<file path="config.mk">
export PLATFORM = sky130hd
export DESIGN_NAME = ex_mem_register
export DESIGN_NICKNAME = d
export VERILOG_FILES = /design/src/rtl/riscv_pkg.sv /design/src/rtl/sat_counter.sv /design/src/rtl/ex_mem_register.sv
export SDC_FILE = /design/constraint.sdc
export NUM_CORES = 1
export LEC_CHECK = 0
export BUFFER_PORTS_ARGS = -buffer_cell sky130_fd_sc_hd__clkbuf_2
export CORE_AREA = 2 2 188 190
export CTS_CLUSTER_DIAMETER = 40
export DETAILED_ROUTE_END_ITERATION = 12
export DIE_AREA = 0 0 190 192
export PLACE_DENSITY_LB_ADDON = 0.08
export SYNTH_ARGS = -nofsm -noshare
export SYNTH_HDL_FRONTEND = slang
export SYNTH_SLANG_ARGS = --single-unit
</file>
<file path="constraint.sdc">
create_clock -name clk -period 5.05 [get_ports clk]
set_input_delay 0 -clock clk [delete_from_list [all_inputs] [get_ports clk]]
set_output_delay 0 -clock clk [all_outputs]
set_load 0.005 [all_outputs]
</file>
<file path="src/rtl/riscv_pkg.sv">
// rtl/riscv_pkg.sv - shared datapath widths, ALU op codes and branch funct3 codes
package riscv_pkg;

  localparam int XLEN   = 64;
  localparam int REG_AW = 5;

  typedef enum logic [3:0] {
    ALU_AND = 4'b0000,
    ALU_OR  = 4'b0001,
    ALU_ADD = 4'b0010,
    ALU_SUB = 4'b0110,
    ALU_NOR = 4'b1100,
    ALU_SLL = 4'b1111
  } alu_op_e;

  localparam logic [2:0] F3_BEQ = 3'b000;
  localparam logic [2:0] F3_BNE = 3'b001;

endpackage

</file>
<file path="src/rtl/sat_counter.sv">
// rtl/sat_counter.sv - event counter that sticks at all-ones instead of wrapping
module sat_counter #(
  parameter int PERF_W = 32
) (
  input  logic              clk,
  input  logic              resetn,
  input  logic              inc,
  output logic [PERF_W-1:0] count
);

  always_ff @(posedge clk) begin
    if (!resetn) begin
      count <= '0;
    end else if (inc && (count != {PERF_W{1'b1}})) begin
      count <= count + 1'b1;
    end
  end

endmodule

</file>
<file path="src/rtl/ex_mem_register.sv">
// rtl/ex_mem_register.sv - EX/MEM pipeline register with branch resolve, stall, flush and event counters
module ex_mem_register #(
  parameter int XLEN   = 64,
  parameter int REG_AW = 5,
  parameter int PERF_W = 32
) (
  input  logic              clk,
  input  logic              reset,
  input  logic              stall,
  input  logic              flush,
  input  logic              ex_valid,
  input  logic [XLEN-1:0]   alu_result,
  input  logic              alu_zero,
  input  logic [XLEN-1:0]   rs2_data,
  input  logic [REG_AW-1:0] rd,
  input  logic [2:0]        funct3,
  input  logic              branch,
  input  logic              mem_read,
  input  logic              mem_write,
  input  logic              reg_write,
  input  logic              mem_to_reg,
  input  logic [XLEN-1:0]   branch_target,
  output logic              m_valid,
  output logic [XLEN-1:0]   m_alu_result,
  output logic              m_zero,
  output logic [XLEN-1:0]   m_write_data,
  output logic [REG_AW-1:0] m_rd,
  output logic              m_mem_read,
  output logic              m_mem_write,
  output logic              m_reg_write,
  output logic              m_mem_to_reg,
  output logic              m_branch_taken,
  output logic [XLEN-1:0]   m_branch_target,
  output logic [PERF_W-1:0] stall_count,
  output logic [PERF_W-1:0] flush_count
);

  import riscv_pkg::*;

  logic taken;

  // Only BEQ/BNE resolve here; every other funct3 falls through as not taken.
  always_comb begin
    taken = branch & ex_valid &
            (((funct3 == F3_BEQ) & alu_zero) | ((funct3 == F3_BNE) & ~alu_zero));
  end

  always_ff @(posedge clk) begin
    if (!reset) begin
      m_valid         <= 1'b0;
      m_alu_result    <= '0;
      m_zero          <= 1'b0;
      m_write_data    <= '0;
      m_rd            <= '0;
      m_mem_read      <= 1'b0;
      m_mem_write     <= 1'b0;
      m_reg_write     <= 1'b0;
      m_mem_to_reg    <= 1'b0;
      m_branch_taken  <= 1'b0;
      m_branch_target <= '0;
    end else if (flush || !stall) begin
      // A flush still captures the data fields; only valid and the strobes are forced low.
      m_valid         <= ex_valid & ~flush;
      m_alu_result    <= alu_result;
      m_zero          <= alu_zero;
      m_write_data    <= rs2_data;
      m_rd            <= rd;
      m_mem_read      <= mem_read & ex_valid & ~flush;
      m_mem_write     <= mem_write & ex_valid & ~flush;
      m_reg_write     <= reg_write & ex_valid & (rd != '0) & ~flush;
      m_mem_to_reg    <= mem_to_reg;
      m_branch_taken  <= taken & ~flush;
      m_branch_target <= branch_target;
    end
  end

  sat_counter #(.PERF_W(PERF_W)) u_stall_cnt (
    .clk    (clk),
    .resetn (reset),
    .inc    (stall),
    .count  (stall_count)
  );

  sat_counter #(.PERF_W(PERF_W)) u_flush_cnt (
    .clk    (clk),
    .resetn (reset),
    .inc    (flush),
    .count  (flush_count)
  );

endmodule

</file>
# == Word-level counts from Yosys, hierarchy flattened ==
# Index checks and enable logic that the tools add are counted.
# totals
register_bits,268
in_bits,211
out_inout_bits,268
word_cells,40
# op_classes
addsub,2
n_eq_ne,3
n_bitwise,16
n_reduce_logical,6
# op_table
operator,n
32-bit by 1-bit adder with 32-bit output (second input constant),2
32-bit != test (second input constant),2
1-bit bitwise AND,13
5-bit nonzero test,1
3-bit by 1-bit equality test with 1-bit output (second input constant),1
3-bit zero test,1
1-bit logical AND,2
1-bit NOT,2
1-bit zero test,1
1-bit logical OR,1
1-bit OR,1

# == Logic depth before layout (Yosys ltp) ==
# Gate-level depths: netlist of run 1.
# logic_depth
depth_word,5
mapped_depth,8
mapped_depth_nobuf,6

# == Hierarchy ==
# A second synthesis of run 1 with hierarchy kept.
# unflattened
hier_cells,1287
hier_area_um2,10966.8
# modules_own_cells
module,n_inst,cells_per_inst,area_each_um2,seq_area_each_um2
ex_mem_register,1,887,7558.5,4083.9
sat_counter,2,200,1704.1,640.6

# == Worst setup path before layout of run 1 ==
# No wires, ideal clock.
# synth_timing
kind,reg2reg
startpoint,reg u_stall_cnt.count[0]
endpoint,reg u_stall_cnt.count[28]
setup_ns,0.070
arrival_time_ns,2.227
required_ns,4.980
path_slack_ns,2.753
path_stages_with_launch,8
n_path_buf,1
period_less_slack_ns,2.297
cell_sequence,dfxtp_1 > ha_1 > nand4_1 > or4_1 > clkbuf_1 > or3_1 > or4_1 > a21oi_1
# synth_via
elab_chain_len,2
word_cells_on_any_way,3
cone_classes,add/sub (1); eq/ne (1); reduce/logical (1)
# synth_rtl
item,line,rtl
from (decl),sat_counter.sv:8,output logic [PERF_W-1:0] count
from (signal assigned),sat_counter.sv:15,count <= count + 1'b1;
"parallel branches: the longest is 2 deep, another holds 32-bit by 1-bit adder with 32-bit output",n/a,
# Parallel ways; which one is timed is not known.
# A chain may end at the register's enable or synchronous reset.

# == Worst setup path after layout of run 1 ==
# layout_timing
startpoint,reg u_flush_cnt.count[11]
endpoint,reg u_flush_cnt.count[13]
# layout_via
elab_chain_len,2
word_cells_on_any_way,3
cone_classes,add/sub (1); eq/ne (1); reduce/logical (1)
# layout_rtl
item,line
from (decl),sat_counter.sv:8
from (signal assigned),sat_counter.sv:15
"parallel branches: the longest is 2 deep, another holds 32-bit by 1-bit adder with 32-bit output",n/a
# Parallel ways; which one is timed is not known.

==> key figures, run 1 <==
Die
  – Starting Density: 0.296
  – I/O pins: 479
  – Die height: around 190 um
  – Core area: 34,300 um^2
  – Die Wd: 190 um
  – Die area: roughly 36,000 um^2
  – Rows: just under 70

Place
  – GP Congestion: about 0.80
  – Placed cell count: 2,131
  – Placed Area: 12,900 um^2
  – Number of port buffers: approximately 480
  – Detailed placement HPWL: about 26,000 um

Detailed routing
  – DR iter-0 viols: 465
  – Vias per cell: approximately 4.6
  – Number of remaining DRC errors: 0
  – Routed WL: 38,100 um
  – Drt wl/cell: roughly 16 um
  – TritonRoute pass-1 iters: 5
  – Post-route antenna net violation count: 0
  – Via count: 11,100

Critical path
  – Worst path cell trace: nand4_1 > or4_1 > nor3_2 > buf_4 > or4_1 > a21oi_1
  – Worst reg2reg endpoint: u_flush_cnt.count[13]
  – Worst Path Max Fanout: 23
  – Startpoint Class: flip-flop
  – Crit end category: flip-flop
  – CP max stage delay: 0.69 ns
  – Req. time, crit path: about 5.4 ns
  – Worst R2R Setup Slack: ~2.5 ns
  – Critical path class: flip-flop to flip-flop
  – Reg2Reg Depth: 6
  – Worst r2r src: u_flush_cnt.count[11]
  – Slowest CP cell: or4_1
  – Crit-path most repeated cell: or4_1
  – Arrival @ worst endpoint: approximately 3.0 ns

STA
  – Final min period: 2.59 ns
  – Slew HR: 0.275
  – RSZ-0062 raised after global routing: no
  – Setup Viol. Count Final: 0
  – Crit share post-route: 0.512
  – Worst Skew: 0.0139 ns
  – Max Transition Viols Final: 0
  – Setup TNS: 0 ns
  – Final Hold Fails: 0
  – Worst-Margin Slew: 1.09 ns
  – Max Freq: roughly 390 MHz

CTS
  – Max clock buf depth: 3
  – Num CTS Buffers: 45
  – # Post-CTS Setup Buffers: 0
  – Post-CTS Resized: 0
  – CTS H-Tree Depth: 2
  – CTS Root Cell: clkbuf_16
  – CTS tree: built
  – Clk slew on worst S/H paths: ~0.050 ns
  – Post-CTS Hold Buffers: 212
  – Worst-Skew Late Latency: approximately 0.55 ns
  – Clock sink count: about 270

GRT
  – Total gr overflow: 0
  – Initial antenna violation count: 0
  – GRT Overall Usage: 0.199
  – Vias in the first global route: 10,700
  – Largest net degree at the start of global routing: 135
  – First-pass GRT wire length: 57,900 um

Finish
  – Commonest non-fill, non-tap cell in the layout: clkbuf_2
  – Final core occ: 0.483
  – Fillers: roughly 3,300
  – P&R area growth vs syn: 63.4%
  – Top flop regs: m_alu_result: 64 flops, m_branch_target: 64 flops, m_write_data: 64 flops
  – Fin area: 16,600 um^2
  – Non-Filler Instances: approximately 2,400
  – Most frequent cells in the layout: clkbuf_2 (478), nand2_1 (425), dfxtp_1 (268)
  – Share of cells above drive strength 1: 0.293
  – Diodes inserted: 0
  – Nets: 2,148

Yosys
  – EDFF count, synth: 0
  – Synth unique cells: 43
  – Async SR Flop Fraction: 0
  – Net Count, Synth: 1,486
  – Cell count after synthesis: 1,273
  – Synthesized area: between 10,000 and 15,000 um^2
  – Total number of yosys warnings: 0
  – Seq/Total Area, Yosys: 0.529
  – Most used DFF post-synth: dfxtp_1
  – #FFs+latches synth: 268
  – Post-Syn Area per Cell: 7.97 um^2

Pwr
  – Peak supply drop: ~250 uV
  – Pwr per Cell Area: 359 nW/um^2
  – Leak: 0.00742 uW

Status
  – Status: complete, no violations

Job
  – Max-cap viol count: 0

Worst hold path
  – WHS Path Cells: 2
  – Worst Hold Endpoint: u_stall_cnt.count[24]
  – Hold Crit Class: input port to flip-flop
  – Hold wc startpoint: reset
[stage by stage]
step	total power (uW)	setup WS [ns]	hold WS [ns]
detailed placement	2770	2.48	0.232
finish	5940	2.46	0.101
global route	6200	2.21	0.111
floorplan	2500	2.75	0.140
global placement	2760	2.56	0.227
CTS	6040	2.45	0.0823
[synth_stat cells (9+ instances only)]
cell	instances	share of area
or4_1	23	0.017
dfxtp_1	268	0.53
o21ai_0	10	0.0049
o31ai_1	14	0.010
nand2_1	425	0.16
a21oi_1	228	0.11
nand4_1	24	0.015
clkbuf_1	79	0.029
nand3_1	22	0.011
nor2_1	45	0.017
nand2b_1	10	0.0062
or3_1	11	0.0068
xnor2_1	21	0.018
mux2i_1	9	0.0089
nor4_1	14	0.0086
[worst max path at each step]
stage | from | to | slack (ns) | cells after the start
2_1_floorplan | u_stall_cnt.count[0] | u_stall_cnt.count[28] | 2.75 | 7
3_3_place_gp | u_flush_cnt.count[11] | u_flush_cnt.count[15] | 2.56 | 6
3_5_place_dp | u_flush_cnt.count[11] | u_flush_cnt.count[13] | 2.48 | 6
4_1_cts | u_flush_cnt.count[11] | u_flush_cnt.count[13] | 2.45 | 6
5_1_grt | u_flush_cnt.count[11] | u_flush_cnt.count[15] | 2.21 | 6
6_report | u_flush_cnt.count[11] | u_flush_cnt.count[13] | 2.46 | 6
[critical path, delay by kind of cell (launching register included)]
family,cells,cell delay [ns]
compound gates,1,0.06
buf+inv,1,0.35
flops,1,0.43
simple gates,4,1.57
[logic make-up (layout without fill, tap and decap cells)]
| group | after synthesis | in the layout | synth area share |
|---|---|---|---|
| buffers and inverters | 93 | 790 | 0.0347 |
| AO/OA/AOI/OAI | 276 | 276 | 0.147 |
| flip-flops | 268 | 268 | 0.529 |
| adder cells (fa/ha/maj) | 2 | 2 | 0.00247 |
| AND/OR/NAND/NOR | 597 | 597 | 0.254 |
| XOR/XNOR | 28 | 28 | 0.0242 |
| multiplexers | 9 | 9 | 0.00888 |
[cell type report]
type	count	area, um^2	share of cell area
Sequential cell	268	5370	0.324
Timing Repair Buffer	698	4600	0.278
Multi-Input combinational cell	912	4450	0.269
Clock buffer	58	1280	0.0771
Tap cell	455	569	0.0344
Clock inverter	24	267	0.0161
Inverter	10	42.5	0.00257
[per-layer routing]
layer,part of all wire,track usage,wire [um]
met4,0.025,0.0736,969
met5,0,0,0
met3,0.084,0.0649,3180
met2,0.49,0.346,18600
met1,0.40,0.228,15300
[power by group]
part           total (uW)  internal [uW]  switching [uW]
combinational         577            296             281
clock                3090           2000            1090
sequential           2280           2220            53.6
total                5940           4520            1420
(Power assumes the default switching activity.)
==> run 2, diff against run 1 <==
==> constraint.sdc (replaced) <==
create_clock -name clk -period 2.4 [get_ports clk]
set_input_delay 0 -clock clk [delete_from_list [all_inputs] [get_ports clk]]
set_output_delay 0 -clock clk [all_outputs]
set_load 0.005 [all_outputs]
==> run 2 against run 1 <==
- sequential share of layout area decreased by 0.65 points
- non-clock buffer count increased by 37
- worst hold slack got worse by 0.070 ns
- combinational power increased by 110%
- setup slack got worse by 2.3 ns
- critical path type is now input port to flip-flop
- critical endpoint is now m_branch_taken
- largest power group unchanged
==> key figures, run 2 (synthesized netlist as in run 1, its figures left out) <==
STA
  – Worst-Margin Slew: 0.775 ns (was 1.09 ns)
  – Setup Viol. Count Final: 0 (unchanged)
  – Final setup margin: 0.122 ns (was 2.46 ns)
  – Final min period: 2.28 ns
  – RSZ-0062 raised after global routing: no (unchanged)
  – Slew HR: 0.484 (was 0.275)
  – Final Hold Fails: 0 (unchanged)
  – Max Transition Viols Final: 0 (unchanged)
  – Max Freq: around 440 MHz
  – Setup TNS: 0 ns (unchanged)
  – Worst Skew: 0.00826 ns (was 0.0139 ns)
  – Crit share post-route: 0.949

GRT
  – Initial antenna violation count: 0 (unchanged)
  – GRT Overall Usage: 0.200 (was 0.199)
  – Largest net degree at the start of global routing: 106 (was 135)
  – Total gr overflow: 0 (unchanged)
  – Vias in the first global route: 10,800 (was 10,700)
  – First-pass GRT wire length: 58,700 um (was 57,900 um)

Critical path
  – Startpoint Class: input port (was flip-flop)
  – Worst R2R Setup Slack: 0.14 ns (was 2.46 ns)
  – Critical path endpoint: m_branch_taken (was u_flush_cnt.count[13])
  – Worst reg2reg endpoint: u_stall_cnt.count[28] (was u_flush_cnt.count[13])
  – Req. time, crit path: 2.81 ns (was 5.43 ns)
  – Critical path class: input port to flip-flop (was flip-flop to flip-flop)
  – Reg2Reg Depth: 6 (unchanged)
  – Worst r2r src: u_stall_cnt.count[1] (was u_flush_cnt.count[11])
  – Crit end category: flip-flop (unchanged)
  – CP startpoint: ex_valid (was u_flush_cnt.count[11])
  – Arrival @ worst endpoint: 2.69 ns (was 2.96 ns)
  – Worst Path Max Fanout: 2 (was 23)

Die
  – Starting Density: 0.296 (unchanged)
  – Die Wd: 190 um (unchanged)
  – I/O pins: 479 (unchanged)
  – Rows: 68 (unchanged)
  – Core area: 34,300 um^2 (unchanged)
  – Die height: 192 um (unchanged)
  – Die area: 36,500 um^2 (unchanged)

CTS
  – # Post-CTS Setup Buffers: 0 (unchanged)
  – Worst-Skew Late Latency: 0.53 ns (was 0.55 ns)
  – Num CTS Buffers: 44 (was 45)
  – Clk slew on worst S/H paths: 0.05 ns (about the same)
  – Max clock buf depth: 3 (unchanged)
  – CTS Root Cell: clkbuf_16 (unchanged)
  – Clock sink count: 268 (unchanged)
  – CTS tree: built (unchanged)
  – CTS H-Tree Depth: 2 (unchanged)

Detailed routing
  – Drt wl/cell: 15.8 um (was 15.7 um)
  – Vias per cell: 4.58 (was 4.59)
  – Number of remaining DRC errors: 0 (unchanged)
  – DR iter-0 viols: 378 (was 465)
  – Post-route antenna net violation count: 0 (unchanged)
  – TritonRoute pass-1 iters: 6 (was 5)
  – Via count: 11,300 (was 11,100)
  – Routed WL: 38,800 um (was 38,100 um)

Finish
  – Multi-input gate area in the final layout: 4460 um^2 (was 4450 um^2)
  – Register cell area after layout: 5370 um^2 (unchanged)
  – Fillers: 3,303 (was 3,310)
  – Top flop regs: m_alu_result: 64 flops, m_branch_target: 64 flops, m_write_data: 64 flops (unchanged)
  – Share of cells above drive strength 1: 0.306 (was 0.293)
  – Diodes inserted: 0 (unchanged)
  – Final core occ: 0.493 (was 0.483)
  – P&R area growth vs syn: 66.8% (was 63.4%)
  – Fin area: 16,900 um^2 (was 16,600 um^2)
  – Nets: 2,184 (was 2,148)
  – Commonest non-fill, non-tap cell in the layout: clkbuf_2 (unchanged)
  – Most frequent cells in the layout: clkbuf_2 (478), nand2_1 (425), dfxtp_1 (268) (unchanged)

Pwr
  – Peak supply drop: 506 uV (was 247 uV)
  – Pwr per Cell Area: 739 nW/um^2 (was 359 nW/um^2)
  – Leak: 0.00760 uW (was 0.00742 uW)
  – Final Power: 12,500 uW (was 5940 uW)

Place
  – Placed Area: 13,200 um^2 (was 12,900 um^2)
  – GP Congestion: 0.803 (was 0.799)
  – Pre-CTS WS: 0.166 ns (was 2.48 ns)
  – Detailed placement HPWL: 26,400 um (was 25,700 um)
  – Number of port buffers: 478 (unchanged)

Worst hold path
  – WHS Path Cells: 5 (was 2)
  – Hold Crit Class: input port to flip-flop (unchanged)

Job
  – Max-cap viol count: 0 (unchanged)

Status
  – Status: complete, no violations (unchanged)
-- run 2: cell types whose count changed in the layout (fill, tap and decap cells not counted), moves of 2 or more --
| cell | before | now |
|---|---|---|
| buf_12 | 2 | 6 |
| buf_4 | 6 | 35 |
| clkbuf_1 | 5 | 2 |
| clkbuf_16 | 47 | 45 |
| clkbuf_8 | 6 | 4 |
| clkinv_2 | 6 | 4 |
| clkinv_4 | 3 | 5 |
| clkinvlp_4 | 5 | 11 |
| dlygate4sd3_1 | 212 | 216 |
-- run 2: through the flow --
step	hold slack, ns	std cells
floorplan	0.140	1273
global placement	0.226	2164
detailed placement	0.231	2164
CTS	0.00265	2462
global route	0.0528	2462
finish	0.0302	2462
-- run 2: report_power, final --
part	switching (uW)	internal, uW	total, uW
Clock	2340	4140	6480
Combinational	600	645	1240
Sequential	112	4670	4780
-- run 2: timing repair --
action	4_1_cts	5_1_grt
hold endpoints to repair	234	0
setup endpoints to repair	0	1
hold buffers	216	0
resized for setup	0	2
-- run 2: layer usage --
| layer | track usage | part of all wire |
|---|---|---|
| met3 | 0.0581 | 0.078 |
| met5 | 0 | 0 |
| met4 | 0.0599 | 0.023 |
| met1 | 0.230 | 0.40 |
| met2 | 0.358 | 0.50 |
-- run 2: worst max-delay path, cell delays in order --
cell	delay, ns
dlygate4sd3_1	0.54
clkbuf_2	0.11
nand3_1	0.07
dlygate4sd3_1	0.56
nor3_1	0.05
dlygate4sd3_1	0.56
a21oi_1	0.16
dlygate4sd3_1	0.60
nor2_1	0.04
-- run 2: final cells by class --
| type | instances | area share |
|---|---|---|
| clock buffer | 51 | 0.0703 |
| clock inverter | 31 | 0.0208 |
| inverter | 10 | 0.00252 |
| tap | 455 | 0.0337 |
| multi-input combinational | 912 | 0.264 |
| timing repair buffer | 735 | 0.292 |
| sequential | 268 | 0.317 |
-- run 2: worst min path at each step --
stage / slack, ns / to / startpoint
after global placement: 0.23 / m_write_data[28] / rs2_data[28]
after CTS: 0.003 / u_flush_cnt.count[2] / flush
after detailed placement: 0.23 / m_branch_target[37] / branch_target[37]
after global routing: 0.05 / u_flush_cnt.count[2] / flush
after floorplan: 0.14 / m_alu_result[0] / alu_result[0]
final: 0.03 / u_flush_cnt.count[2] / flush
